--- src/rtl/spi_ram_ctrl.sv ---
// spi_ram_ctrl: turns 10-bit SPI command words into single-port RAM accesses.
// It owns the write/read address pointers and returns read bytes to the SPI slave.
module spi_ram_ctrl #(
    parameter int unsigned MEM_DEPTH  = 256,
    parameter int unsigned ADDR_SIZE  = 8,
    parameter int unsigned RD_LATENCY = 1,
    parameter int unsigned TX_HOLD    = 16
) (
    input  logic                 clk,
    input  logic                 rst,
    input  logic [9:0]           rx_data,
    input  logic                 rx_valid,
    output logic [7:0]           tx_data,
    output logic                 tx_valid,
    input  logic                 tx_ack,
    output logic                 ram_en,
    output logic                 ram_we,
    output logic [ADDR_SIZE-1:0] ram_addr,
    output logic [7:0]           ram_wdata,
    input  logic [7:0]           ram_rdata,
    output logic                 busy,
    output logic                 err
);

    localparam int unsigned LAT_W  = 2;
    localparam int unsigned HOLD_W = $clog2(TX_HOLD + 1);

    typedef enum logic [2:0] {
        IDLE     = 3'd0,
        WR_ISSUE = 3'd1,
        RD_ISSUE = 3'd2,
        RD_WAIT  = 3'd3,
        TX_WAIT  = 3'd4
    } state_t;

    state_t                state_q, state_d;
    logic                  rx_valid_q;
    logic [ADDR_SIZE-1:0]  wr_ptr_q, wr_ptr_d;
    logic [ADDR_SIZE-1:0]  rd_ptr_q, rd_ptr_d;
    logic                  wr_ptr_vld_q, wr_ptr_vld_d;
    logic                  rd_ptr_vld_q, rd_ptr_vld_d;
    logic [LAT_W-1:0]      lat_q, lat_d;
    logic [HOLD_W-1:0]     hold_cnt_q, hold_cnt_d;
    logic [7:0]            tx_data_q, tx_data_d;
    logic                  tx_valid_q, tx_valid_d;
    logic                  ram_en_q, ram_en_d;
    logic                  ram_we_q, ram_we_d;
    logic [ADDR_SIZE-1:0]  ram_addr_q, ram_addr_d;
    logic [7:0]            ram_wdata_q, ram_wdata_d;
    logic                  busy_q;
    logic                  err_q, err_d;

    logic                  accept_c;
    logic                  take_cmd_c;
    logic [1:0]            cmd_c;
    logic [7:0]            payload_c;
    logic                  payload_ok_c;

    // Pointer advance with wrap at the last RAM word.
    function automatic logic [ADDR_SIZE-1:0] ptr_inc(input logic [ADDR_SIZE-1:0] p);
        return (p == ADDR_SIZE'(MEM_DEPTH - 1)) ? '0 : p + ADDR_SIZE'(1);
    endfunction

    // Command decode of the current SPI word; only rising edges of rx_valid count.
    assign accept_c     = rx_valid & ~rx_valid_q;
    assign cmd_c        = rx_data[9:8];
    assign payload_c    = rx_data[7:0];
    assign payload_ok_c = ({1'b0, payload_c} < 9'(MEM_DEPTH));

    // State and output registers.
    always_ff @(posedge clk or posedge rst) begin
        if (rst) begin
            state_q      <= IDLE;
            rx_valid_q   <= 1'b0;
            wr_ptr_q     <= '0;
            rd_ptr_q     <= '0;
            wr_ptr_vld_q <= 1'b0;
            rd_ptr_vld_q <= 1'b0;
            lat_q        <= '0;
            hold_cnt_q   <= '0;
            tx_data_q    <= '0;
            tx_valid_q   <= 1'b0;
            ram_en_q     <= 1'b0;
            ram_we_q     <= 1'b0;
            ram_addr_q   <= '0;
            ram_wdata_q  <= '0;
            busy_q       <= 1'b0;
            err_q        <= 1'b0;
        end else begin
            state_q      <= state_d;
            rx_valid_q   <= rx_valid;
            wr_ptr_q     <= wr_ptr_d;
            rd_ptr_q     <= rd_ptr_d;
            wr_ptr_vld_q <= wr_ptr_vld_d;
            rd_ptr_vld_q <= rd_ptr_vld_d;
            lat_q        <= lat_d;
            hold_cnt_q   <= hold_cnt_d;
            tx_data_q    <= tx_data_d;
            tx_valid_q   <= tx_valid_d;
            ram_en_q     <= ram_en_d;
            ram_we_q     <= ram_we_d;
            ram_addr_q   <= ram_addr_d;
            ram_wdata_q  <= ram_wdata_d;
            busy_q       <= (state_d != IDLE);
            err_q        <= err_d;
        end
    end

    // Next-state logic; RAM strobes are set on the edge that enters an ISSUE state
    // so that ram_en is visible exactly during that state.
    always_comb begin
        state_d      = state_q;
        wr_ptr_d     = wr_ptr_q;
        rd_ptr_d     = rd_ptr_q;
        wr_ptr_vld_d = wr_ptr_vld_q;
        rd_ptr_vld_d = rd_ptr_vld_q;
        lat_d        = lat_q;
        hold_cnt_d   = hold_cnt_q;
        tx_data_d    = tx_data_q;
        tx_valid_d   = tx_valid_q;
        ram_en_d     = 1'b0;
        ram_we_d     = ram_we_q;
        ram_addr_d   = ram_addr_q;
        ram_wdata_d  = ram_wdata_q;
        err_d        = 1'b0;
        take_cmd_c   = 1'b0;

        case (state_q)
            IDLE: begin
                take_cmd_c = accept_c;
            end
            WR_ISSUE: begin
                wr_ptr_d = ptr_inc(wr_ptr_q);
                state_d  = IDLE;
                err_d    = accept_c;
            end
            RD_ISSUE: begin
                rd_ptr_d = ptr_inc(rd_ptr_q);
                lat_d    = LAT_W'(RD_LATENCY);
                state_d  = RD_WAIT;
                err_d    = accept_c;
            end
            RD_WAIT: begin
                err_d = accept_c;
                if (lat_q == LAT_W'(1)) begin
                    tx_data_d  = ram_rdata;
                    tx_valid_d = 1'b1;
                    hold_cnt_d = '0;
                    state_d    = TX_WAIT;
                end else begin
                    lat_d = lat_q - LAT_W'(1);
                end
            end
            TX_WAIT: begin
                hold_cnt_d = hold_cnt_q + HOLD_W'(1);
                if (accept_c || tx_ack || (hold_cnt_q == HOLD_W'(TX_HOLD - 1))) begin
                    tx_valid_d = 1'b0;
                    state_d    = IDLE;
                end
                take_cmd_c = accept_c;
            end
            default: begin
                state_d = IDLE;
            end
        endcase

        // A new command in IDLE or TX_WAIT overrides the state chosen above.
        if (take_cmd_c) begin
            case (cmd_c)
                2'b00: begin
                    if (payload_ok_c) begin
                        wr_ptr_d     = payload_c[ADDR_SIZE-1:0];
                        wr_ptr_vld_d = 1'b1;
                    end else begin
                        err_d = 1'b1;
                    end
                end
                2'b10: begin
                    if (payload_ok_c) begin
                        rd_ptr_d     = payload_c[ADDR_SIZE-1:0];
                        rd_ptr_vld_d = 1'b1;
                    end else begin
                        err_d = 1'b1;
                    end
                end
                2'b01: begin
                    if (wr_ptr_vld_q) begin
                        state_d     = WR_ISSUE;
                        ram_en_d    = 1'b1;
                        ram_we_d    = 1'b1;
                        ram_addr_d  = wr_ptr_q;
                        ram_wdata_d = payload_c;
                    end else begin
                        err_d = 1'b1;
                    end
                end
                default: begin
                    if (rd_ptr_vld_q) begin
                        state_d    = RD_ISSUE;
                        ram_en_d   = 1'b1;
                        ram_we_d   = 1'b0;
                        ram_addr_d = rd_ptr_q;
                    end else begin
                        err_d = 1'b1;
                    end
                end
            endcase
        end
    end

    assign tx_data   = tx_data_q;
    assign tx_valid  = tx_valid_q;
    assign ram_en    = ram_en_q;
    assign ram_we    = ram_we_q;
    assign ram_addr  = ram_addr_q;
    assign ram_wdata = ram_wdata_q;
    assign busy      = busy_q;
    assign err       = err_q;

endmodule

--- config.mk ---
export PLATFORM = sky130hd
export DESIGN_NAME = spi_ram_ctrl
export DESIGN_NICKNAME = d
export VERILOG_FILES = /design/src/rtl/spi_ram_ctrl.sv
export SDC_FILE = /design/constraint.sdc
export NUM_CORES = 1
export LEC_CHECK = 0
export ABC_AREA = 1
export CORE_ASPECT_RATIO = 1.1
export CORE_UTILIZATION = 50
export CTS_BUF_LIST = sky130_fd_sc_hd__clkbuf_4 sky130_fd_sc_hd__clkbuf_8
export CTS_CLUSTER_SIZE = 40
export DETAILED_ROUTE_END_ITERATION = 12
export PLACE_DENSITY = 0.89
export SLEW_MARGIN = 10
export SYNTH_ARGS = -nofsm -noshare
export SYNTH_HDL_FRONTEND = slang
export SYNTH_SLANG_ARGS = --single-unit
export TNS_END_PERCENT = 10
--- constraint.sdc ---
create_clock -name clk -period 2.9 [get_ports clk]
set_input_delay 0.29 -clock clk [delete_from_list [all_inputs] [get_ports clk]]
set_output_delay 0.29 -clock clk [all_outputs]
set_load 0.1 [all_outputs]
# ---- After elaboration in Yosys (flattened, before gate mapping)
# Cells that the tools add are included.
dict set report classes {
  eq_ne 14
  n_addsub 4
  muxes 38
  bitwise 3
  reduce_logical 19
}
# cell n
set ops {}
lappend ops {{8-bit 2-to-1 mux} 10}
lappend ops {{8-bit by 1-bit adder with 8-bit output, second input constant} 2}
lappend ops {{8-bit == test, second input constant} 2}
lappend ops {{8-bit case mux with 2 select lines} 1}
lappend ops {{3-bit 2-to-1 mux} 5}
lappend ops {{1-bit 2-to-1 mux} 12}
lappend ops {{3-bit case mux with 4 select lines} 1}
lappend ops {{5-bit case mux with 2 select lines} 1}
lappend ops {{2-bit AND reduction} 5}
lappend ops {{2-bit != test, second input constant} 4}
lappend ops {{1-bit case mux with 2 select lines} 4}
lappend ops {{3-bit by 2-bit == test with 1-bit output, second input constant} 2}
lappend ops {{3-bit case mux with 2 select lines} 1}
lappend ops {{3-bit AND reduction} 2}
lappend ops {{2-bit nonzero test} 3}
lappend ops {{5-bit by 1-bit adder with 5-bit output, second input constant} 1}
lappend ops {{5-bit by 4-bit == test with 1-bit output, second input constant} 1}
lappend ops {{5-bit 2-to-1 mux} 1}
lappend ops {{2-bit by 1-bit == test with 1-bit output, second input constant} 2}
lappend ops {{2-bit case mux with 2 select lines} 1}
lappend ops {{4-bit AND reduction} 1}
lappend ops {{2-bit OR reduction} 2}
lappend ops {{3-bit by 1-bit == test with 1-bit output, second input constant} 1}
lappend ops {{3-bit == test, second input constant} 1}
lappend ops {{other kinds (10)} 12}
dict set report totals {
  register_bits 58
  in_bits 22
}

# ---- Logic depth before layout (Yosys ltp)
dict set report logic_depth {
  depth_word 10
  depth_mapped 9
  mapped_depth_nobuf 9
}

# ---- Worst setup path after synthesis
# OpenSTA, ideal clock, no wires.
dict set report synth_path {
  path_kind {reg2reg}
  from {reg hold_cnt_q[0]}
  to {reg busy_q (netlist: busy)}
  arrival_time_ns 1.271
  n_path_buf 0
  path_stages_with_launch 10
  path_slack_ns 1.564
  cell_sequence {dfrtp_1 -> ha_1 -> nand2_1 -> nor2_1 -> ha_1 -> nor3_1 -> nand2_1 -> nand2_1 -> nor2_1 -> nand2_1}
}
dict set report synth_between {
  elab_chain_cells 8
  word_cells_on_any_way 9
  classes_between {eq/ne: 1; mux: 6; reduce/logical: 2}
}
# item line
set synth_lines {}
lappend synth_lines {{start, declared} 43} ;# logic [HOLD_W-1:0] hold_cnt_q, hold_cnt_d;
lappend synth_lines {{start signal, assigned} 97} ;# hold_cnt_q <= hold_cnt_d;
lappend synth_lines {{5-bit by 4-bit == test with 1-bit output (*)} 156} ;# if (accept_c || tx_ack || (hold_cnt_q == HOLD_W'(TX_HOLD - 1))) begin
lappend synth_lines {{1-bit logical OR (*)} 156}
lappend synth_lines {{3-bit 2-to-1 mux (*)} 156}
lappend synth_lines {{3-bit case mux with 4 select lines (*)} 128} ;# case (state_q)
lappend synth_lines {{3-bit 2-to-1 mux, on equally long branches} {198, 187}}
lappend synth_lines {{3-bit case mux with 2 select lines} 169} ;# case (cmd_c)
lappend synth_lines {{3-bit 2-to-1 mux (*)} 168} ;# if (take_cmd_c) begin
lappend synth_lines {{named net state_d[2]} 36} ;# state_t state_q, state_d;
lappend synth_lines {{3-bit nonzero test (*)} 104} ;# busy_q <= (state_d != IDLE);
lappend synth_lines {{end signal, assigned} 104}
lappend synth_lines {{end, declared} 50} ;# logic busy_q;
# The timed path passes the listed nets; every way through them passes the cells marked *.
# A chain may end at the register's enable or synchronous reset.

# ---- Worst setup path in the final report
dict set report layout_path {
  from {reg state_q[2]}
  to {reg hold_cnt_q[3]}
}
dict set report layout_between {
  elab_chain_cells 3
  word_cells_on_any_way 6
  classes_between {eq/ne: 3; mux: 1; reduce/logical: 2}
}
# item line
set layout_lines {}
lappend layout_lines {{start, declared} 36}
lappend layout_lines {{start signal, assigned} 90} ;# state_q <= state_d;
lappend layout_lines {{3-bit by 2-bit == test with 1-bit output / 3-bit == test (equally long branches)} 128}
lappend layout_lines {{2-bit != test (no line) / 2-bit nonzero test (equally long branches)} --}
lappend layout_lines {{2-bit AND reduction (no line)} --}
# Several ways; a longest one is shown, not always the timed one.

==> results_dict.tcl <==
set metrics [dict create \
    status "complete, no violations" \
    clockBufferDepth 2 \
    synth_seq_cells 58 \
    synth_nets 393 \
    track_usage 0.255 \
    worstMarginPinSlew_ps 467 \
    synthDistinctLibCells 24 \
    worstPathArrival_ps 1880 \
    period_needed_ps 1660 \
    dp_hpwl_um 5000 \
    cts-resized-gates 0 \
    drc 0 \
    cts_buffers 9 \
    critPathMaxStageDelay_ps 420 \
    pin_count 51 \
    cts_setup_buffers 0 \
    initial_core_util 0.523 \
    crit_chain "inv_1 -> nand2_1 -> nor2_1 -> nand2_1 -> nand2_1 -> o21ai_0" \
    cp_max_fo 14 \
    dieWidth_um 73.8 \
    fin_skew_ps 9.66 \
    syn_area_um2 2840 \
    cap_violations 0 \
    drv_slew 0 \
    final-setup-viol-count 0 \
    clkSinkCount 58 \
    antenna_cells 0 \
    clock_latency_ps 350 \
    grt_max_degree 30 \
    clockRootBuffer "clkbuf_8" \
    grt_pass1_wl_um 11200 \
    gp_congestion 0.969 \
    layout.nets 453 \
    max_freq_mhz 602 \
    core_area_um2 5430 \
    fin_tns_setup_ps 0 \
    end_kind "flop" \
    worstSetupPathType "reg2reg" \
    rsz0062_at_grt "no" \
    holdWs_ps 183 \
    drt-initial-drc-count 200 \
    crit_required_ps 3120 \
    critPathLaunchType "flop" \
    via_count 2665 \
    first_pass_iters 5 \
    overflow 0 \
    routed_wl_um 6930 \
    avgSynthCellArea_um2 7.76 \
    cts_tree "built" \
    die_h_um 81.0 \
    hp-class "in2async" \
    syn2layout_area_growth_pct 25.8 \
    die_area_um2 5980 \
    netlist_instances 366 \
    min_period_over_period 0.573 \
    grt_antenna_before_repair 0 \
    drive_gt1_frac 0.151 \
    yosysWarnings 0 \
    clkTransAtPathRegs_ps 70 \
    relSlewSlack 0.688 \
    ys_seq_area_frac 0.511 \
    routedWlPerCell_um 13.7 \
    slowest_stage "dfrtp_1" \
    fillers 453 \
    htreeDepth 3 \
    holdBufCountCts 0 \
    path_common_cell "nand2_1" \
    grt_pass1_vias 2522 \
    portBuffers 50 \
    hold_viol_final 0 \
    num_rows 28 \
    via_per_inst 5.27 \
    ant_nets 0 \
]
==> per-stage QoR <==
step	setup slack [ps]	std cells	instance area (µm²)	util
after global placement	1080	490	3360	0.619
after floorplan	1180	366	2840	-
after global routing	1100	506	3570	0.658
after detailed placement	1000	490	3360	0.619
after CTS	1230	506	3570	0.658
final	1240	506	3570	0.658
==> routing by layer <==
metal	global-route usage	routed length, µm	vias up
met3	0.0670	478	41
met5	0	0	-
met2	0.407	3280	131
met1	0.300	2800	1215
met4	0.175	378	0
li1	-	-	1278
==> cells in the mapped netlist <==
| library cell | instances | share of area |
|---|---|---|
| clkbuf_1 | 1 | 0.0013 |
| a31oi_1 | 3 | 0.0066 |
| buf_2 | 2 | 0.0035 |
| nand3_1 | 30 | 0.053 |
| nor3_1 | 2 | 0.0035 |
| o211ai_1 | 4 | 0.011 |
| nand2_1 | 148 | 0.20 |
| dfrtp_1 | 58 | 0.51 |
| o21ai_0 | 16 | 0.028 |
| inv_2 | 3 | 0.0040 |
| a21oi_1 | 4 | 0.0071 |
| inv_1 | 37 | 0.049 |
| a21o_1 | 1 | 0.0026 |
| ha_1 | 5 | 0.022 |
| inv_4 | 1 | 0.0022 |
| nand2_2 | 1 | 0.0022 |
| nor2_2 | 7 | 0.015 |
| o22ai_1 | 1 | 0.0022 |
| nand2_4 | 2 | 0.0079 |
| nor2_4 | 3 | 0.012 |
| o21ai_1 | 5 | 0.0088 |
| nand4_1 | 6 | 0.013 |
| nor2_1 | 24 | 0.032 |
| xor2_1 | 2 | 0.0062 |
==> sequential cells by signal, indices dropped and copies added, names as in the netlist <==
signal	flops
tx_data	8
wr_ptr_vld_q	1
wr_ptr_q	8
ram_we	1
rd_ptr_vld_q	1
lat_q	2
err	1
rd_ptr_q	8
tx_valid	1
hold_cnt_q	5
ram_wdata	8
ram_en	1
rx_valid_q	1
state_q	3
ram_addr	8
busy	1
==> layout make-up <==
cell class / instances / area, µm² / area share
inverter: 41 / 156 / 0.0438
clock inverter: 4 / 50.0 / 0.0140
sequential: 58 / 1450 / 0.406
clock buffer: 12 / 159 / 0.0445
tap: 75 / 93.8 / 0.0263
timing repair buffer: 52 / 443 / 0.124
multi-input combinational: 264 / 1220 / 0.341
==> final timing paths <==
kind	start	to	slack, ps	cells after the start
worst min-delay path	rst	rd_ptr_q[1]	180	2
max in group asynchronous	rst	ram_addr[6]	2060	3
worst max register to register	state_q[2]	hold_cnt_q[3]	1240	6
worst max-delay path	state_q[2]	hold_cnt_q[3]	1240	6
worst min register to register	ram_addr[4]	ram_addr[4]	470	2
min in group clk	rx_valid	rx_valid_q	410	1
==> logic make-up after synthesis <==
family	count (synthesis)	share of synthesized area
AO/OA/AOI/OAI	34	0.0661
XOR/XNOR	2	0.00617
adder cells (fa/ha/maj)	5	0.0220
buffers and inverters	44	0.0599
flip-flops	58	0.511
AND/OR/NAND/NOR	223	0.335
==> layout by cell type (no fill, tap or decap), types with 3 or more instances in the layout <==
cell             synthesis  routed
a21oi_1                  4       4
a31oi_1                  3       3
buf_4                    0      31
clkbuf_8                 0      11
clkdlybuf4s50_1          0      21
dfrtp_1                 58      58
ha_1                     5       5
inv_1                   37      36
inv_2                    3       4
nand2_1                148     148
nand3_1                 30      30
nand4_1                  6       6
nor2_1                  24      24
nor2_2                   7       7
nor2_4                   3       3
o211ai_1                 4       4
o21ai_0                 16      16
o21ai_1                  5       5
==> critical path: cells and delay by family, from the launching register on <==
family / cells / cell delay (ps)
compound gates: 1 / 110
buf+inv: 1 / 130
flops: 1 / 420
simple gates: 4 / 870
Power is not shown: default switching activity piles up to over one toggle a cycle in this logic, so the estimate is an artifact.
